### src/rtl/async_fifo_pkg.sv
// Shared types and constants for the async FIFO read-side packet reader.
package async_fifo_pkg;

  localparam int LEN_WIDTH          = 8;
  localparam int PKT_COUNT_WIDTH    = 16;
  localparam int DEFAULT_DATA_WIDTH = 8;

  typedef enum logic {
    ST_HDR,
    ST_PAYLOAD
  } rd_state_e;

  // Output-buffer entry at the default data width; wider builds supply their own entry type.
  typedef struct packed {
    logic [DEFAULT_DATA_WIDTH-1:0] data;
    logic                          last;
  } buf_entry_t;

endpackage

### src/rtl/async_fifo_skid_buffer.sv
// Two-entry output buffer of {data, last}: head register drives the stream, tail absorbs backpressure.
module async_fifo_skid_buffer
  import async_fifo_pkg::*;
#(
  parameter type entry_t = buf_entry_t
) (
  input  logic       clk,
  input  logic       reset,
  input  logic       push,
  input  entry_t     push_entry,
  input  logic       pop,
  output entry_t     head,
  output logic [1:0] occ
);

  entry_t     head_q, head_d;
  entry_t     tail_q, tail_d;
  logic [1:0] occ_q, occ_d;
  logic [1:0] land_idx;
  logic       do_push;
  logic       do_pop;

  assign do_pop   = pop && (occ_q != 2'd0);
  assign do_push  = push && ((occ_q != 2'd2) || do_pop);
  assign land_idx = occ_q - 2'(do_pop);

  always_comb begin
    // NOTE: every variable gets a default first so no branch leaves it unassigned and infers a latch.
    head_d = head_q;
    tail_d = tail_q;
    occ_d  = occ_q + 2'(do_push) - 2'(do_pop);
    if (do_pop) begin
      head_d = tail_q;
    end
    if (do_push) begin
      if (land_idx == 2'd0) begin
        head_d = push_entry;
      end else begin
        tail_d = push_entry;
      end
    end
  end

  // NOTE: non-blocking assignments so every flop samples the pre-edge value of its neighbours.
  always_ff @(posedge clk) begin
    if (reset) begin
      // NOTE: the storage is reset too (only two entries) so the stream data reads 0 out of reset.
      head_q <= '0;
      tail_q <= '0;
      occ_q  <= 2'd0;
    end else begin
      head_q <= head_d;
      tail_q <= tail_d;
      occ_q  <= occ_d;
    end
  end

  assign head = head_q;
  assign occ  = occ_q;

endmodule

### src/rtl/async_fifo_packet_reader.sv
// Read-side packet reader: pops length-prefixed packets from the async FIFO and streams the payload.
// Define ASYNC_FIFO_PKT_STATS_EN to add the 16-bit pkt_count completed-packet counter.
module async_fifo_packet_reader
  import async_fifo_pkg::*;
#(
  parameter int DATA_WIDTH = 8,
  parameter int BUF_DEPTH  = 2
) (
  input  logic                  rd_clk,
  input  logic                  reset,
  input  logic                  empty,
  input  logic [DATA_WIDTH-1:0] read_data,
  output logic                  read_en,
  output logic                  m_valid,
  output logic [DATA_WIDTH-1:0] m_data,
  output logic                  m_last,
  input  logic                  m_ready,
  output logic                  busy
`ifdef ASYNC_FIFO_PKT_STATS_EN
  ,
  output logic [PKT_COUNT_WIDTH-1:0] pkt_count
`endif
);

  typedef struct packed {
    logic [DATA_WIDTH-1:0] data;
    logic                  last;
  } entry_t;

  rd_state_e            state_q, state_d;
  logic [LEN_WIDTH-1:0] len_q, len_d;
  logic                 inflight_q;
  logic [LEN_WIDTH-1:0] hdr_len;
  logic [1:0]           occ;
  logic [2:0]           credit_use;
  logic                 pop;
  logic                 push;
  entry_t               push_entry;
  entry_t               head_entry;

  assign hdr_len = read_data[LEN_WIDTH-1:0];
  assign pop     = m_valid && m_ready;

  // Every issued read holds a slot until it lands; a header frees its slot on arrival.
  assign credit_use = {1'b0, occ} + {2'b00, inflight_q} - {2'b00, pop};
  assign read_en    = !empty && !reset && (credit_use < 3'(BUF_DEPTH));

  // The FSM advances on data arrival (the cycle after read_en), never on the request.
  always_comb begin
    state_d         = state_q;
    len_d           = len_q;
    push            = 1'b0;
    push_entry.data = read_data;
    push_entry.last = 1'b0;
    if (inflight_q) begin
      unique case (state_q)
        ST_HDR: begin
          len_d = hdr_len;
          if (hdr_len != '0) begin
            state_d = ST_PAYLOAD;
          end
        end
        ST_PAYLOAD: begin
          push            = 1'b1;
          push_entry.last = (len_q == LEN_WIDTH'(1));
          len_d           = len_q - LEN_WIDTH'(1);
          if (len_q == LEN_WIDTH'(1)) begin
            state_d = ST_HDR;
          end
        end
        default: state_d = ST_HDR;
      endcase
    end
  end

  always_ff @(posedge rd_clk) begin
    if (reset) begin
      state_q    <= ST_HDR;
      len_q      <= '0;
      inflight_q <= 1'b0;
    end else begin
      state_q    <= state_d;
      len_q      <= len_d;
      inflight_q <= read_en;
    end
  end

  async_fifo_skid_buffer #(
    .entry_t(entry_t)
  ) u_out_buf (
    .clk        (rd_clk),
    .reset      (reset),
    .push       (push),
    .push_entry (push_entry),
    .pop        (pop),
    .head       (head_entry),
    .occ        (occ)
  );

  assign m_valid = (occ != 2'd0);
  assign m_data  = head_entry.data;
  assign m_last  = head_entry.last;
  assign busy    = (state_q == ST_PAYLOAD);

`ifdef ASYNC_FIFO_PKT_STATS_EN
  logic                       zero_hdr;
  logic [1:0]                 pkt_inc;
  logic [PKT_COUNT_WIDTH-1:0] pkt_count_q;

  // A last-beat pop and a zero-length header can complete two packets in one cycle.
  assign zero_hdr = inflight_q && (state_q == ST_HDR) && (hdr_len == '0);
  assign pkt_inc  = {1'b0, pop && m_last} + {1'b0, zero_hdr};

  always_ff @(posedge rd_clk) begin
    if (reset) begin
      pkt_count_q <= '0;
    end else begin
      pkt_count_q <= pkt_count_q + PKT_COUNT_WIDTH'(pkt_inc);
    end
  end

  assign pkt_count = pkt_count_q;
`endif

endmodule

### config.mk
export PLATFORM = sky130hd
export DESIGN_NAME = async_fifo_packet_reader
export DESIGN_NICKNAME = d
export VERILOG_FILES = /design/src/rtl/async_fifo_pkg.sv /design/src/rtl/async_fifo_skid_buffer.sv /design/src/rtl/async_fifo_packet_reader.sv
export SDC_FILE = /design/constraint.sdc
export NUM_CORES = 1
export LEC_CHECK = 0
export BUFFER_PORTS_ARGS = -buffer_cell sky130_fd_sc_hd__buf_2
export CORE_MARGIN = 5
export CORE_UTILIZATION = 45
export CTS_BUF_LIST = sky130_fd_sc_hd__clkbuf_8 sky130_fd_sc_hd__clkbuf_16
export DETAILED_ROUTE_END_ITERATION = 6
export PLACE_DENSITY = 0.76
export SETUP_SLACK_MARGIN = 0.1
export SYNTH_ARGS = -nofsm -noshare
export SYNTH_HDL_FRONTEND = slang
export SYNTH_HIERARCHICAL = 1
export SYNTH_SLANG_ARGS = --single-unit
export TNS_END_PERCENT = 100
### constraint.sdc
create_clock -name rd_clk -period 3.6 [get_ports rd_clk]
set_clock_uncertainty 0.2 [all_clocks]
set_input_delay 0.72 -clock rd_clk [delete_from_list [all_inputs] [get_ports rd_clk]]
set_output_delay 0.72 -clock rd_clk [all_outputs]
set_load 0.01 [all_outputs]
[Word-level counts from Yosys, hierarchy flattened]
Cells that the tools add are included.
Operators by class
  divide/modulo/power cells: 0
  add/subtract/negate cells: 6
  bitwise operators: 2
  mux-type cells: 11
  order comparisons: 1
  shift operators: 0
  multiply operators: 0
  reduce and logical (&&, ||, !) cells: 12
  eq/ne operators: 2
Operators by type and width (count)
  9-bit two-way mux: 3
  8-bit one-hot mux with 2 select lines: 1
  8-bit by 1-bit == test with 1-bit output, second input constant: 1
  8-bit nonzero test: 1
  8-bit by 1-bit subtractor with 8-bit output, second input constant: 1
  1-bit two-way mux: 6
  1-bit logical AND: 5
  2-bit by 1-bit subtractor with 2-bit output: 2
  2-bit by 1-bit adder with 3-bit output: 1
  3-bit by 2-bit less-than comparator with 1-bit output, second input constant: 1
  3-bit by 1-bit subtractor with 3-bit output: 1
  2-bit by 1-bit adder with 2-bit output: 1
  1-bit logical NOT: 2
  2-bit logical NOT: 1
  2-bit != test, second input constant: 1
  1-bit inverter: 2
  1-bit one-hot mux with 2 select lines: 1
  2-bit AND reduction: 1
  2-bit nonzero test: 1
  1-bit logical OR: 1
Storage, ports and cells
  logic and storage cells: 42
  bits in writable memories: 0
  memories: 0
  flip-flop bits (word level): 30
  memory bits (read-only): 0
  output and inout port bits: 12
  latch bits: 0

[Depth between registers and ports, before layout]
  depth in word-level cells: 7
  gate-level depth with buffers: 10
  mapped depth without buffers: 9

[By module]
The synthesis kept the hierarchy.
Modules (own cells, without submodules)
  async_fifo_skid_buffer: instances 1, cells each 108, area an instance 1032.2 µm², sequential area each 400.4 µm²
  async_fifo_packet_reader: instances 1, cells each 80, area an instance 694.4 µm², sequential area each 200.2 µm²

[Worst setup path after synthesis]
No wires, ideal clock.
  kind: register -> output
  start point: register u_out_buf.occ_q[1], in the netlist u_out_buf/occ[1]
  end point: output read_en
  cell stages (with the launch flop): 8
  buffers on the path: 0
  slack: 380 ps
  required time: 2680 ps
  arrival: 2300 ps
  cells stage by stage: dfxtp_1 > or2_2 > and2_1 > ha_1 > nand2b_1 > fa_1 > xor2_1 > nor4b_1
Between the ends
  cells in the longest elaborated chain, start to end: 5
Ends and longest elaborated chain
  start, declared: RTL line async_fifo_skid_buffer.sv:18  | logic [1:0] occ_q, occ_d;
  start signal, assigned: RTL line async_fifo_skid_buffer.sv:50  | occ_q <= 2'd0;
  start signal, assigned: RTL line async_fifo_skid_buffer.sv:54  | occ_q <= occ_d;
  2-bit nonzero test: RTL line async_fifo_packet_reader.sv:100  | assign m_valid = (occ != 2'd0);
  net m_valid: RTL line async_fifo_packet_reader.sv:14  | output logic m_valid,
  1-bit logical AND: RTL line async_fifo_packet_reader.sv:42  | assign pop = m_valid && m_ready;
  net pop: RTL line async_fifo_packet_reader.sv:36  | logic pop;
  3-bit by 1-bit subtractor with 3-bit output: RTL line async_fifo_packet_reader.sv:45  | assign credit_use = {1'b0, occ} + {2'b00, inflight_q} - {2'b00, pop};
  3-bit by 2-bit less-than comparator with 1-bit output: RTL line async_fifo_packet_reader.sv:46  | assign read_en = !empty && !reset && (credit_use < 3'(BUF_DEPTH));
  1-bit logical AND: RTL line async_fifo_packet_reader.sv:46
  end, declared: RTL line async_fifo_packet_reader.sv:13  | output logic read_en,
The timed path passes the listed nets, and every way through them passes these cells.

[Worst setup path in the final report]
  start point: register u_out_buf.occ_q[0], in the netlist u_out_buf/occ[0]
  end point: output read_en
Between the ends
  cells in the longest elaborated chain, start to end: 5
Ends and longest elaborated chain (RTL line)
  2-bit nonzero test: async_fifo_packet_reader.sv:100
  1-bit logical AND: async_fifo_packet_reader.sv:42
  net pop: async_fifo_packet_reader.sv:36
  3-bit by 1-bit subtractor with 3-bit output: async_fifo_packet_reader.sv:45
  3-bit by 2-bit less-than comparator with 1-bit output: async_fifo_packet_reader.sv:46
  1-bit logical AND: async_fifo_packet_reader.sv:46
The timed path passes the listed nets, and every way through them passes these cells.

==> metrics.yaml <==
fin_setup_tns_ps: 0
boundaryPins: 24
yosys.area.top_type: "dfxtp_1"
synthesis.instances: 188
dieWidth_um: 71.95
vias: 1418
ant_nets: 0
cts_tree: "done"
cp.required_ps: 2680
cts-hold-fix-buffers: 0
path_delay_family: "simple AND/OR/NAND/NOR gates"
track_usage: 0.1551
arrival_ps: 2400
overflow: 0
hp-start: "u_out_buf/tail_q[6]$_SDFFE_PP0P_"
cts_max_path_buffers: 2
outcome: "complete, no violations"
rsz0062_at_grt: "false"
synthFlopType: "dfxtp_1"
layout.cells.non_filler: 261
drtIter0Drc: 82
htree_num_levels: 2
r2r_cells: 9
viasPerCell: 5.433
rrSetupSlack_ps: 1240
dp_hpwl_um: 2487
seq_area_um2: 604.3
root_buffer: "clkbuf_8"
grt_start_max_net_pins: 41
r2r_end: "u_out_buf/occ[1]$_SDFF_PP0_"
worstReg2RegStart: "u_out_buf/occ[0]$_SDFF_PP0_"
crit_type: "flop to primary output"
nNetsFinal: 229
p_per_area_mw_per_mm2: 397.3
irDropWorstVdd_mv: 0.2540
grt_pass1_wl_um: 6313
nFillCells: 354
cts_made_buffers: 5
drc_errors: 0
core_mm2: 0.003689
initial_core_util: 0.4681
final_max_slew_viol_count: 0
gp_congestion: 0.7783
avgSynthCellArea_um2: 9.184
port_buffers: 23
cp_slowest_cell: "dfxtp_4"
path_cells: "or2_2, and2_4, ha_1, nand2b_4, fa_2, xor2_1, nor4b_2, buf_2"
multiInputGateArea_mm2: 0.001011
hold_class: "flop to flop"
yosys_warnings: 6
setup_violations: 0
syn_nets: 205
relSlewSlack: 0.6083
endpoint_kind: "primary output"
yosysMostFrequentCell: "dfxtp_1"
synth_edf_count: 0
synthTopCellsByCount: "dfxtp_1, nand2b_1, nand2_1"
clk_latency_ps: 290
synth_seq_cells: 30
min_path_cells: 2
hold_end: "u_out_buf/tail_q[6]$_SDFFE_PP0P_"
cp_num_buf_inv: 1
drive_gt1_frac: 0.2723
syn_area_mm2: 0.001727
antenna_found_initial: 0
hold_viol: 0
wirelength_um: 3693
diodes: 0
grt_pass1_vias: 1324
fin_crit_ps: 3320
die_area_mm2: 0.005176
cp_max_fo: 5
worst_pin_slew_ps: 582.2
p_leak_uw: 0.0007543
yosysSeqAreaShare: 0.3478
die_h_um: 71.95
start_kind: "flop"
cap_violations: 0
clock-sinks: 30
synthToLayoutAreaGrowth_pct: 14.20
yosysTopAreaCellShare: 0.3478
slowest_delay_ps: 350
path_clk_slew_ps: 70
rows: 22
final.period_utilization: 0.9222
synth_cell_types: 46
synthTopCellsByArea: "dfxtp_1, nand2b_1, a311oi_2, mux2i_1, nand2_1"
max_freq_mhz: 301.2
detail_route.wl_per_cell_um: 14.15
drt_first_pass_iters: 4
async_flop_share: 0
post-place-cells: 251
[cell families (layout without fill, tap and decap cells)]
| kind of cell | after synthesis | count (layout) | share of synthesized area |
|---|---|---|---|
| AND/OR/NAND/NOR | 83 | 83 | 0.2718 |
| AO/OA/AOI/OAI | 39 | 39 | 0.1942 |
| XOR/XNOR | 2 | 2 | 0.01015 |
| flip-flops | 30 | 30 | 0.3478 |
| buffers and inverters | 19 | 44 | 0.07753 |
| adder cells (fa/ha/maj) | 5 | 5 | 0.04058 |
| multiplexers | 10 | 10 | 0.05797 |
[worst reg2reg max path, cell delays in order, from the launching register on]
cell and delay [ps]:
dfxtp_4 350, or2_2 280, and2_4 180, and2b_2 350, o21ai_0 110, o21ai_0 90
ha_1 180, xor2_1 70, or3_1 310, a21oi_1 170
[per-layer routing]
| layer | up-vias | global-route usage | wire length, um | part of all wire |
|---|---|---|---|---|
| met4 | 0 | 0.06263 | 59 | 0.016 |
| li1 | 720 | - | - | - |
| met1 | 668 | 0.2128 | 1815 | 0.49 |
| met2 | 25 | 0.2296 | 1673 | 0.45 |
| met3 | 5 | 0.04294 | 145 | 0.039 |
| met5 | - | 0 | 0 | 0 |
[state kept, by name, indices dropped and copies added, names as in the netlist]
register and cells:
inflight_q 1, u_out_buf/tail_q 9, u_out_buf/head 9, u_out_buf/occ 2, busy 1, len_q 8
[cell usage in the layout, fill, tap and decap left out, drive strengths merged, types with 2 or more instances in the layout]
cell and count:
a211oi 3, a21oi 4, a311oi 9, a31oi 4, and2 2, and2b 2, buf 29, clkbuf 8
dfxtp 30, ha 4, inv 6, mux2i 10, nand2 21, nand2b 23, nor2 6, nor2b 6
nor3 9, nor4b 2, o211ai 2, o21a 2, o21ai 8, or2 2, or3 2, or4 4
xor2 2
[area by class of cell]
| type | instances | share of cell area |
|---|---|---|
| multi-input cells | 139 | 0.5127 |
| flip-flops and latches | 30 | 0.3065 |
| repair buffers | 29 | 0.08122 |
| clock buffers | 8 | 0.05584 |
| well taps | 48 | 0.03046 |
| inverters | 7 | 0.01332 |
[where the power goes]
part	internal (uW)	total (uW)	switching, uW
Combinational	48.4	105	56.4
Sequential	345	358	13.0
Clock	193	321	128
[stage by stage]
stage                     hold slack (ps)  utilization  power, uW  worst slack, ps  instance area, um2
after global placement              263.2       0.4946      464.4            375.3                1824
after floorplan                     245.8            -      440.1            380.0                1727
after detailed placement            265.6       0.4946      465.6            327.6                1824
final                               274.1       0.5346      783.4            280.2                1972
after CTS                           278.4       0.5244      788.7            160.3                1934
after global routing                302.7       0.5346      823.7            123.8                1972
[timing repair]
item                                    CTS  global route
endpoints found under the setup margin    0             1
setup buffers                             0             2
gates resized for setup                   0             6
[worst max path at each step]
stage,startpoint,to,slack [ps],cells after the start
6_report,u_out_buf/occ[0]$_SDFF_PP0_,read_en,280,8
5_1_grt,u_out_buf/occ[0]$_SDFF_PP0_,read_en,120,8
4_1_cts,u_out_buf/occ[0]$_SDFF_PP0_,read_en,160,8
3_5_place_dp,m_ready,read_en,330,8
3_3_place_gp,m_ready,read_en,380,8
2_1_floorplan,u_out_buf/occ[1]$_SDFF_PP0_,read_en,380,7
(Power assumes the default switching activity.)
